`config.mk`:
```
export PLATFORM = sky130hd
export DESIGN_NAME = chess_board_updater
export DESIGN_NICKNAME = d
export VERILOG_FILES = /design/src/rtl/chess_board_updater.sv
export SDC_FILE = /design/constraint.sdc
export NUM_CORES = 2
export LEC_CHECK = 0
export ABC_AREA = 1
export BUFFER_PORTS_ARGS = -buffer_cell sky130_fd_sc_hd__clkbuf_2
export CORE_ASPECT_RATIO = 2
export CORE_MARGIN = 3
export CORE_UTILIZATION = 50
export CTS_BUF_LIST = sky130_fd_sc_hd__clkbuf_2 sky130_fd_sc_hd__clkbuf_4 sky130_fd_sc_hd__clkbuf_8
export DETAILED_ROUTE_END_ITERATION = 6
export HOLD_SLACK_MARGIN = 0.05
export PLACE_DENSITY = 0.81
export SLEW_MARGIN = 30
export SYNTH_ARGS = -nofsm -noshare
export SYNTH_HDL_FRONTEND = slang
export SYNTH_SLANG_ARGS = --single-unit
```
`constraint.sdc`:
```
create_clock -name clk -period 1.29 [get_ports clk]
set_input_delay 0.0645 -clock clk [delete_from_list [all_inputs] [get_ports clk]]
set_output_delay 0.0645 -clock clk [all_outputs]
set_load 0.03 [all_outputs]
```
`src/rtl/chess_board_updater.sv`:
```
// Chess board state register: one-hot piece code and colour per square, updated one move
// (or one undo) per enabled clock, including captures, castling and en passant.
module chess_board_updater (
  input  logic        clk,
  input  logic        rst_n,
  input  logic        color_type,
  input  logic        enable,
  input  logic        clear,
  input  logic        init,
  input  logic [63:0] initialPosition,
  input  logic [63:0] movedPosition,
  input  logic [5:0]  movingPiece,
  input  logic [5:0]  capturedPiece,
  input  logic [1:0]  castling,
  input  logic [4:0]  enpassant,
  input  logic        undo,
  output logic [63:0] enable_out,
  output logic [63:0] color_out,
  output logic [5:0]  pieceReg0_out,  pieceReg1_out,  pieceReg2_out,  pieceReg3_out,
  output logic [5:0]  pieceReg4_out,  pieceReg5_out,  pieceReg6_out,  pieceReg7_out,
  output logic [5:0]  pieceReg8_out,  pieceReg9_out,  pieceReg10_out, pieceReg11_out,
  output logic [5:0]  pieceReg12_out, pieceReg13_out, pieceReg14_out, pieceReg15_out,
  output logic [5:0]  pieceReg16_out, pieceReg17_out, pieceReg18_out, pieceReg19_out,
  output logic [5:0]  pieceReg20_out, pieceReg21_out, pieceReg22_out, pieceReg23_out,
  output logic [5:0]  pieceReg24_out, pieceReg25_out, pieceReg26_out, pieceReg27_out,
  output logic [5:0]  pieceReg28_out, pieceReg29_out, pieceReg30_out, pieceReg31_out,
  output logic [5:0]  pieceReg32_out, pieceReg33_out, pieceReg34_out, pieceReg35_out,
  output logic [5:0]  pieceReg36_out, pieceReg37_out, pieceReg38_out, pieceReg39_out,
  output logic [5:0]  pieceReg40_out, pieceReg41_out, pieceReg42_out, pieceReg43_out,
  output logic [5:0]  pieceReg44_out, pieceReg45_out, pieceReg46_out, pieceReg47_out,
  output logic [5:0]  pieceReg48_out, pieceReg49_out, pieceReg50_out, pieceReg51_out,
  output logic [5:0]  pieceReg52_out, pieceReg53_out, pieceReg54_out, pieceReg55_out,
  output logic [5:0]  pieceReg56_out, pieceReg57_out, pieceReg58_out, pieceReg59_out,
  output logic [5:0]  pieceReg60_out, pieceReg61_out, pieceReg62_out, pieceReg63_out
);

  localparam logic [5:0] PcPawn   = 6'b000001;
  localparam logic [5:0] PcRook   = 6'b000010;
  localparam logic [5:0] PcKnight = 6'b000100;
  localparam logic [5:0] PcBishop = 6'b001000;
  localparam logic [5:0] PcQueen  = 6'b010000;
  localparam logic [5:0] PcKing   = 6'b100000;

  // Element [k] is the piece on file k of a back rank (a..h = R N B Q K B N R).
  localparam logic [7:0][5:0] BackRank =
    {PcRook, PcKnight, PcBishop, PcKing, PcQueen, PcBishop, PcKnight, PcRook};

  function automatic logic is_onehot64(input logic [63:0] v);
    return (v != '0) && ((v & (v - 64'd1)) == '0);
  endfunction

  function automatic logic is_onehot6(input logic [5:0] v);
    return (v != '0) && ((v & (v - 6'd1)) == '0);
  endfunction

  function automatic logic [5:0] sq_index(input logic [63:0] v);
    logic [5:0] idx;
    idx = '0;
    for (int i = 0; i < 64; i++) begin
      if (v[i]) idx = 6'(i);
    end
    return idx;
  endfunction

  logic [63:0][5:0] r_piece, w_piece_d;
  logic [63:0]      r_color, w_color_d;

  logic       w_valid;
  logic [5:0] w_from;
  logic [5:0] w_to;
  logic       w_castle;
  logic [5:0] w_rook_src;
  logic [5:0] w_rook_dst;
  logic       w_ep_act;
  logic [5:0] w_ep_sq;
  logic       w_ep_ok;

  assign w_valid = is_onehot64(initialPosition) && is_onehot64(movedPosition) &&
                   (initialPosition != movedPosition) && is_onehot6(movingPiece) &&
                   (castling != 2'b11);
  assign w_from  = sq_index(initialPosition);
  assign w_to    = sq_index(movedPosition);

  // Rook corner/target: rank 1 for white, rank 8 for black; king side uses h/f, queen a/d.
  assign w_castle   = (castling == 2'b01) || (castling == 2'b10);
  assign w_rook_src = {{3{~color_type}}, {3{castling[1]}}};
  assign w_rook_dst = {{3{~color_type}}, castling[1], ~castling[1], 1'b1};

  // Captured pawn sits one rank behind the landing square from the mover's viewpoint.
  assign w_ep_act = (enpassant == 5'b00010) || (enpassant == 5'b00100) ||
                    (enpassant == 5'b01000) || (enpassant == 5'b10000);
  assign w_ep_sq  = color_type ? (w_to - 6'd8) : (w_to + 6'd8);
  assign w_ep_ok  = color_type ? (w_to >= 6'd8) : (w_to < 6'd56);

  // Next board: clear > init > enabled move/undo; otherwise hold.
  always_comb begin
    w_piece_d = r_piece;
    w_color_d = r_color;
    if (clear) begin
      w_piece_d = '0;
      w_color_d = '0;
    end else if (init) begin
      w_piece_d = '0;
      for (int i = 0; i < 8; i++) begin
        w_piece_d[i]      = BackRank[i];
        w_piece_d[i + 8]  = PcPawn;
        w_piece_d[i + 48] = PcPawn;
        w_piece_d[i + 56] = BackRank[i];
      end
      w_color_d = 64'h0000_0000_0000_FFFF;
    end else if (enable && w_valid) begin
      if (!undo) begin
        w_piece_d[w_from] = '0;
        w_color_d[w_from] = 1'b0;
        w_piece_d[w_to]   = movingPiece;
        w_color_d[w_to]   = color_type;
        if (w_castle) begin
          w_piece_d[w_rook_src] = '0;
          w_color_d[w_rook_src] = 1'b0;
          w_piece_d[w_rook_dst] = PcRook;
          w_color_d[w_rook_dst] = color_type;
        end
        if (w_ep_act && w_ep_ok) begin
          w_piece_d[w_ep_sq] = '0;
          w_color_d[w_ep_sq] = 1'b0;
        end
      end else begin
        w_piece_d[w_from] = movingPiece;
        w_color_d[w_from] = color_type;
        w_piece_d[w_to]   = capturedPiece;
        w_color_d[w_to]   = ~color_type & (|capturedPiece);
        if (w_castle) begin
          w_piece_d[w_rook_dst] = '0;
          w_color_d[w_rook_dst] = 1'b0;
          w_piece_d[w_rook_src] = PcRook;
          w_color_d[w_rook_src] = color_type;
        end
        if (w_ep_act && w_ep_ok) begin
          w_piece_d[w_to]    = '0;
          w_color_d[w_to]    = 1'b0;
          w_piece_d[w_ep_sq] = PcPawn;
          w_color_d[w_ep_sq] = ~color_type;
        end
      end
    end
  end

  // Board state register with asynchronous wipe.
  always_ff @(posedge clk or negedge rst_n) begin
    if (!rst_n) begin
      r_piece <= '0;
      r_color <= '0;
    end else begin
      r_piece <= w_piece_d;
      r_color <= w_color_d;
    end
  end

  // Occupancy is derived from the stored piece codes so it can never disagree with them.
  always_comb begin
    enable_out = '0;
    for (int i = 0; i < 64; i++) begin
      enable_out[i] = |r_piece[i];
    end
  end

  assign color_out = r_color;

  assign pieceReg0_out  = r_piece[0];   assign pieceReg1_out  = r_piece[1];
  assign pieceReg2_out  = r_piece[2];   assign pieceReg3_out  = r_piece[3];
  assign pieceReg4_out  = r_piece[4];   assign pieceReg5_out  = r_piece[5];
  assign pieceReg6_out  = r_piece[6];   assign pieceReg7_out  = r_piece[7];
  assign pieceReg8_out  = r_piece[8];   assign pieceReg9_out  = r_piece[9];
  assign pieceReg10_out = r_piece[10];  assign pieceReg11_out = r_piece[11];
  assign pieceReg12_out = r_piece[12];  assign pieceReg13_out = r_piece[13];
  assign pieceReg14_out = r_piece[14];  assign pieceReg15_out = r_piece[15];
  assign pieceReg16_out = r_piece[16];  assign pieceReg17_out = r_piece[17];
  assign pieceReg18_out = r_piece[18];  assign pieceReg19_out = r_piece[19];
  assign pieceReg20_out = r_piece[20];  assign pieceReg21_out = r_piece[21];
  assign pieceReg22_out = r_piece[22];  assign pieceReg23_out = r_piece[23];
  assign pieceReg24_out = r_piece[24];  assign pieceReg25_out = r_piece[25];
  assign pieceReg26_out = r_piece[26];  assign pieceReg27_out = r_piece[27];
  assign pieceReg28_out = r_piece[28];  assign pieceReg29_out = r_piece[29];
  assign pieceReg30_out = r_piece[30];  assign pieceReg31_out = r_piece[31];
  assign pieceReg32_out = r_piece[32];  assign pieceReg33_out = r_piece[33];
  assign pieceReg34_out = r_piece[34];  assign pieceReg35_out = r_piece[35];
  assign pieceReg36_out = r_piece[36];  assign pieceReg37_out = r_piece[37];
  assign pieceReg38_out = r_piece[38];  assign pieceReg39_out = r_piece[39];
  assign pieceReg40_out = r_piece[40];  assign pieceReg41_out = r_piece[41];
  assign pieceReg42_out = r_piece[42];  assign pieceReg43_out = r_piece[43];
  assign pieceReg44_out = r_piece[44];  assign pieceReg45_out = r_piece[45];
  assign pieceReg46_out = r_piece[46];  assign pieceReg47_out = r_piece[47];
  assign pieceReg48_out = r_piece[48];  assign pieceReg49_out = r_piece[49];
  assign pieceReg50_out = r_piece[50];  assign pieceReg51_out = r_piece[51];
  assign pieceReg52_out = r_piece[52];  assign pieceReg53_out = r_piece[53];
  assign pieceReg54_out = r_piece[54];  assign pieceReg55_out = r_piece[55];
  assign pieceReg56_out = r_piece[56];  assign pieceReg57_out = r_piece[57];
  assign pieceReg58_out = r_piece[58];  assign pieceReg59_out = r_piece[59];
  assign pieceReg60_out = r_piece[60];  assign pieceReg61_out = r_piece[61];
  assign pieceReg62_out = r_piece[62];  assign pieceReg63_out = r_piece[63];

endmodule

```
==> results of run 1 <==
==> logic make-up after synthesis <==
| kind of cell | after synthesis | share of synthesized area, % |
|---|---|---|
| flip-flops | 448 | 30.8 |
| AO/OA/AOI/OAI | 1621 | 24.8 |
| buffers and inverters | 955 | 10.3 |
| adder cells (fa/ha/maj) | 4 | 0.138 |
| AND/OR/NAND/NOR | 2916 | 32.6 |
| XOR/XNOR | 55 | 1.32 |
==> repair_timing <==
| action | 4_1_cts |
|---|---|
| resized for setup | 358 |
| setup buffers | 31 |
| gates cloned | 10 |
| endpoints found under the setup margin | 960 |
| pin swaps | 66 |
| hold buffers | 16 |
| hold endpoints to repair | 546 |
==> per-stage QoR <==
stage               util, %  setup TNS, ns  hold WS, ns
floorplan                 -       -1211.75       -0.231
global placement       69.3       -1968.83      -0.0540
detailed placement     69.3       -1979.86      -0.0553
CTS                    73.7       -1654.49       0.0529
==> layer usage <==
layer  global-route usage [%]  GRT overflow
met1                     65.4             0
met5                     12.5             0
met4                     76.2             9
met2                     91.9             2
met3                     46.4             0
==> results.ini, run 1 <==
[clock_network]
htreeDepth=3
cts-buffers-inserted=68
numClockSinks=448
clk_path_buf_depth=3
clockRootBuffer=clkbuf_8

[global_routing]
grt_usage_pct=69.1
grt_start_max_net_pins=102
grt_remaining_overflow=11

[synthesis]
synth_area_leaders=dfrtp_1 31%, nand2_1 20%, o21ai_0 9.6%, inv_1 6.0%, a21oi_1 5.9%
yosysUniqueCellTypes=51
synthArstFlopShare_pct=100
synth_top_area_cell=dfrtp_1
avgSynthCellArea_sq_um=6.06
synth-edff-count=0
synth_most_common_cell=nand2_1
synth_nets=6157
yosys.area.top_type_share_pct=30.8
ys_ff_latch=448
synth_ff_type=dfrtp_1
synth_warnings=0
yosysSeqAreaShare_pct=30.8
synthTopCellsByCount=1913 x nand2_1, 698 x o21ai_0, 578 x inv_1, 510 x nor2_1, 448 x dfrtp_1
synth.cell_area_sq_um=36400
postSynthCellCount=5999

[status]
status=aborted with a tool error
stop_error=[ERROR GRT-0232] Routing congestion too high. Check the congestion heatmap in the GUI.
lastStage=global routing (5_1_grt)

[die]
die_w_um=197
rows=139
io_pins=666
die_h_um=387
initial_core_util_pct=50.5

[place]
dpl_cell_area_sq_um=49900
portBuffers=665
gp_congestion=1.17
dp.cells=8444
dp.final_hpwl_um=168000
pre_cts_ws_ns=-4.65

[timing]
globalroute.repair_timing.worst_endpoint=pieceReg60_out[1]$_DFFE_PN0P_/D
endpoint_type=register input

==> run 2: changes to the inputs <==
Settings changed: CORE_ASPECT_RATIO 2 to default, CORE_UTILIZATION 50 to 35, CTS_BUF_LIST sky130_fd_sc_hd__clkbuf_2 sky130_fd_sc_hd__clkbuf_4 sky130_fd_sc_hd__clkbuf_8 to default, HOLD_SLACK_MARGIN 0.05 to default, PLACE_DENSITY 0.81 to default, PLACE_DENSITY_LB_ADDON from default to 0.15.
==> results.ini, run 2 <==
[status]
status=complete, but fails checks
violations=setup timing

[place]
dp.final_hpwl_um=164000  ; -2.3%
portBuffers=665  ; unchanged
dpl_cell_area_sq_um=50900  ; +2.0%
dp.cells=8918  ; +5.6%
gp_congestion=1.01  ; -14%

[power]
peakVddDrop_mv=1.05
powerDensity_nw_per_um2=708
combPwrFrac_pct=22.9
seqPwrFrac_pct=36.3
power_frac_clock_pct=40.8
intPower_uw=26600
leakagePower_uw=0.0291
sw_frac_of_total_pct=33.1
net-switching-power_uw=13100

[finish]
nets=7873
syn2layout_area_growth_pct=54.3
mostFrequentLayoutCell=nand2_1
final_cell_mix=1776 x nand2_1, 1075 x buf_4, 656 x clkbuf_2
largest_reg_flops=64
fin_cells=9132
final_area_sq_um=56200
drive_gt1_share_pct=31.9
final_util_pct=54.8

[drt]
drt-vias-per-instance=5.65
wl_per_cell_um=24.2
drt-pass1-iter-count=6
drt_wl_total_um=221000
drc=0
vias=51600
ant_nets=0
drtIter0Drc=5893

[die]
core-area_sq_um=102000
rows=117  ; -16%
die_w_um=328  ; +67%
die_h_um=328  ; -15%
io_pins=666  ; unchanged
die_area_sq_um=108000
initial_core_util_pct=35.5  ; -15 points

[worst_setup_path]
crit_required_ns=1.88
cp_max_fo=7
cp_slowest_stage_delay_ns=0.40
crit_top_cell=nor3_4
slowest_stage=a2111oi_4
r2r-start=pieceReg63_out[1]
critPathTopFamily=simple AND/OR/NAND/NOR gates
critPathLaunch=movedPosition[2]
startpoint_type=primary input
setup.worst_path.end_class=register
crit_arrival_ns=5.34
timing_worst_setup_path_type=primary input to register
critPathBufInv=17

[synthesis]
synth_nets=6157  ; unchanged
postSynthCellCount=5999  ; unchanged
synth.cell_area_sq_um=36400  ; unchanged
avgSynthCellArea_sq_um=6.06  ; unchanged
yosysSeqAreaShare_pct=30.8  ; unchanged
ys_ff_latch=448  ; unchanged
synthTopCellsByCount=1913 x nand2_1, 698 x o21ai_0, 578 x inv_1, 510 x nor2_1, 448 x dfrtp_1
synth_most_common_cell=nand2_1
synthArstFlopShare_pct=100  ; unchanged
yosysUniqueCellTypes=51  ; unchanged
synth_top_area_cell=dfrtp_1
synth_ff_type=dfrtp_1
synth_area_leaders=dfrtp_1 31%, nand2_1 20%, o21ai_0 9.6%, inv_1 6.0%, a21oi_1 5.9%
yosys.area.top_type_share_pct=30.8  ; unchanged
synth_warnings=0  ; unchanged
synth-edff-count=0  ; unchanged

[timing]
worst_hold_slack_ns=0.0534
period_share_pct=368
tightest_slew_ns=1.09
rsz0062_at_grt=yes
timing.fmax_ghz=0.211
maxSlewViolCount=0
timing.final.ws_setup_ns=-3.46
period_needed_ns=4.75
fin_skew_ns=0
hold_violations=0
final.setup.tns_ns=-1536.72
slew_headroom_pct=27.5
setup_viol_count_final=961

[clock_network]
clk_path_buf_depth=3  ; unchanged
htreeDepth=2  ; -1
clockRootBuffer=clkbuf_16
clkSlewWorstSetupHoldPaths_ns=0.06
cts_tree=built
cts-buffers-inserted=56  ; -18%
worstSkewPairLatency_ns=0.65
numClockSinks=448  ; unchanged

[global_routing]
grt_pass1_vias=47300
grt_remaining_overflow=0
grt_pass1_wl_um=314000
grt_usage_pct=38.6
antenna_found_initial=14
grt_start_max_net_pins=78

[min_path]
hold_start=init
hold_class=primary input to register

[flow_run]
maxCapViolations=0

## run 2: cell counts after synthesis
Identical to the previous run, type by type.
## run 2: metal layers
metal	global-route usage [%]	up-vias	share of wire, %
met1	51.9	24300	40
li1	-	23500	-
met2	58.7	3221	43
met4	19.9	0	6.2
met3	7.36	646	11
met5	0	-	0
## run 2: worst reg2reg max path: cells and delay by family (launching register included)
kind,cells,cell delay (ns)
AO/OA/AOI/OAI,5,0.57
flip-flops,1,0.39
AND/OR/NAND/NOR,3,0.22
## run 2: final timing paths
| path | to | slack, ns | cells after the start |
|---|---|---|---|
| max in group asynchronous | pieceReg59_out[4] | -0.01 | 3 |
| min in group asynchronous | pieceReg29_out[0] | 0.16 | 3 |
| worst max register to register | pieceReg63_out[1] | 0 | 8 |
| worst min-delay path | pieceReg51_out[0] | 0.05 | 6 |
| worst min register to register | color_out[1] | 0.50 | 2 |
| worst max-delay path | color_out[53] | -3.46 | 39 |
## run 2: per-stage QoR
| step | total power, uW | setup slack, ns |
|---|---|---|
| finish | 39700 | -3.46 |
| floorplan | 17700 | -2.79 |
| global placement | 23000 | -4.27 |
| CTS | 39100 | -3.29 |
| detailed placement | 23000 | -4.29 |
| global route | 40700 | -3.79 |
## run 2: power by group through the flow
stage	Combinational (uW)	Sequential, uW	Clock, uW
5_1_grt	9470	14400	16800
2_1_floorplan	2850	14900	0
3_3_place_gp	8370	14700	0
6_report	9110	14400	16200
4_1_cts	8460	14400	16300
3_5_place_dp	8380	14700	0
## run 2: cells by family (layout without fill, tap and decap cells)
family                   count (synthesis)  after routing  synth area share [%]
buffers and inverters                  955           2710                  10.3
other                                    0              9                     0
adder cells (fa/ha/maj)                  4              4                 0.138
AND/OR/NAND/NOR                       2916           2917                  32.6
XOR/XNOR                                55             55                  1.32
flip-flops                             448            448                  30.8
AO/OA/AOI/OAI                         1621           1621                  24.8
## run 2: layout make-up
cell class | instances | area (sq um)
multi-input combinational | 4597 | 23200
clock inverter | 22 | 206
fill | 10300 | 46300
inverter | 645 | 2600
antenna | 9 | 22.5
timing repair buffer | 1966 | 15600
clock buffer | 76 | 1600
sequential | 448 | 11200
tap | 1368 | 1710
timing repair inverter | 1 | 11.3
## run 2: timing repair
item | in CTS | in global routing
gates cloned | 8 | 19
setup buffers | 41 | 34
endpoints found under the hold margin | 454 | 0
pin swaps | 35 | 72
resized for setup | 201 | 489
hold buffers | 7 | 0
setup endpoints to repair | 959 | 960
Power figures use the tool's default switching activity.
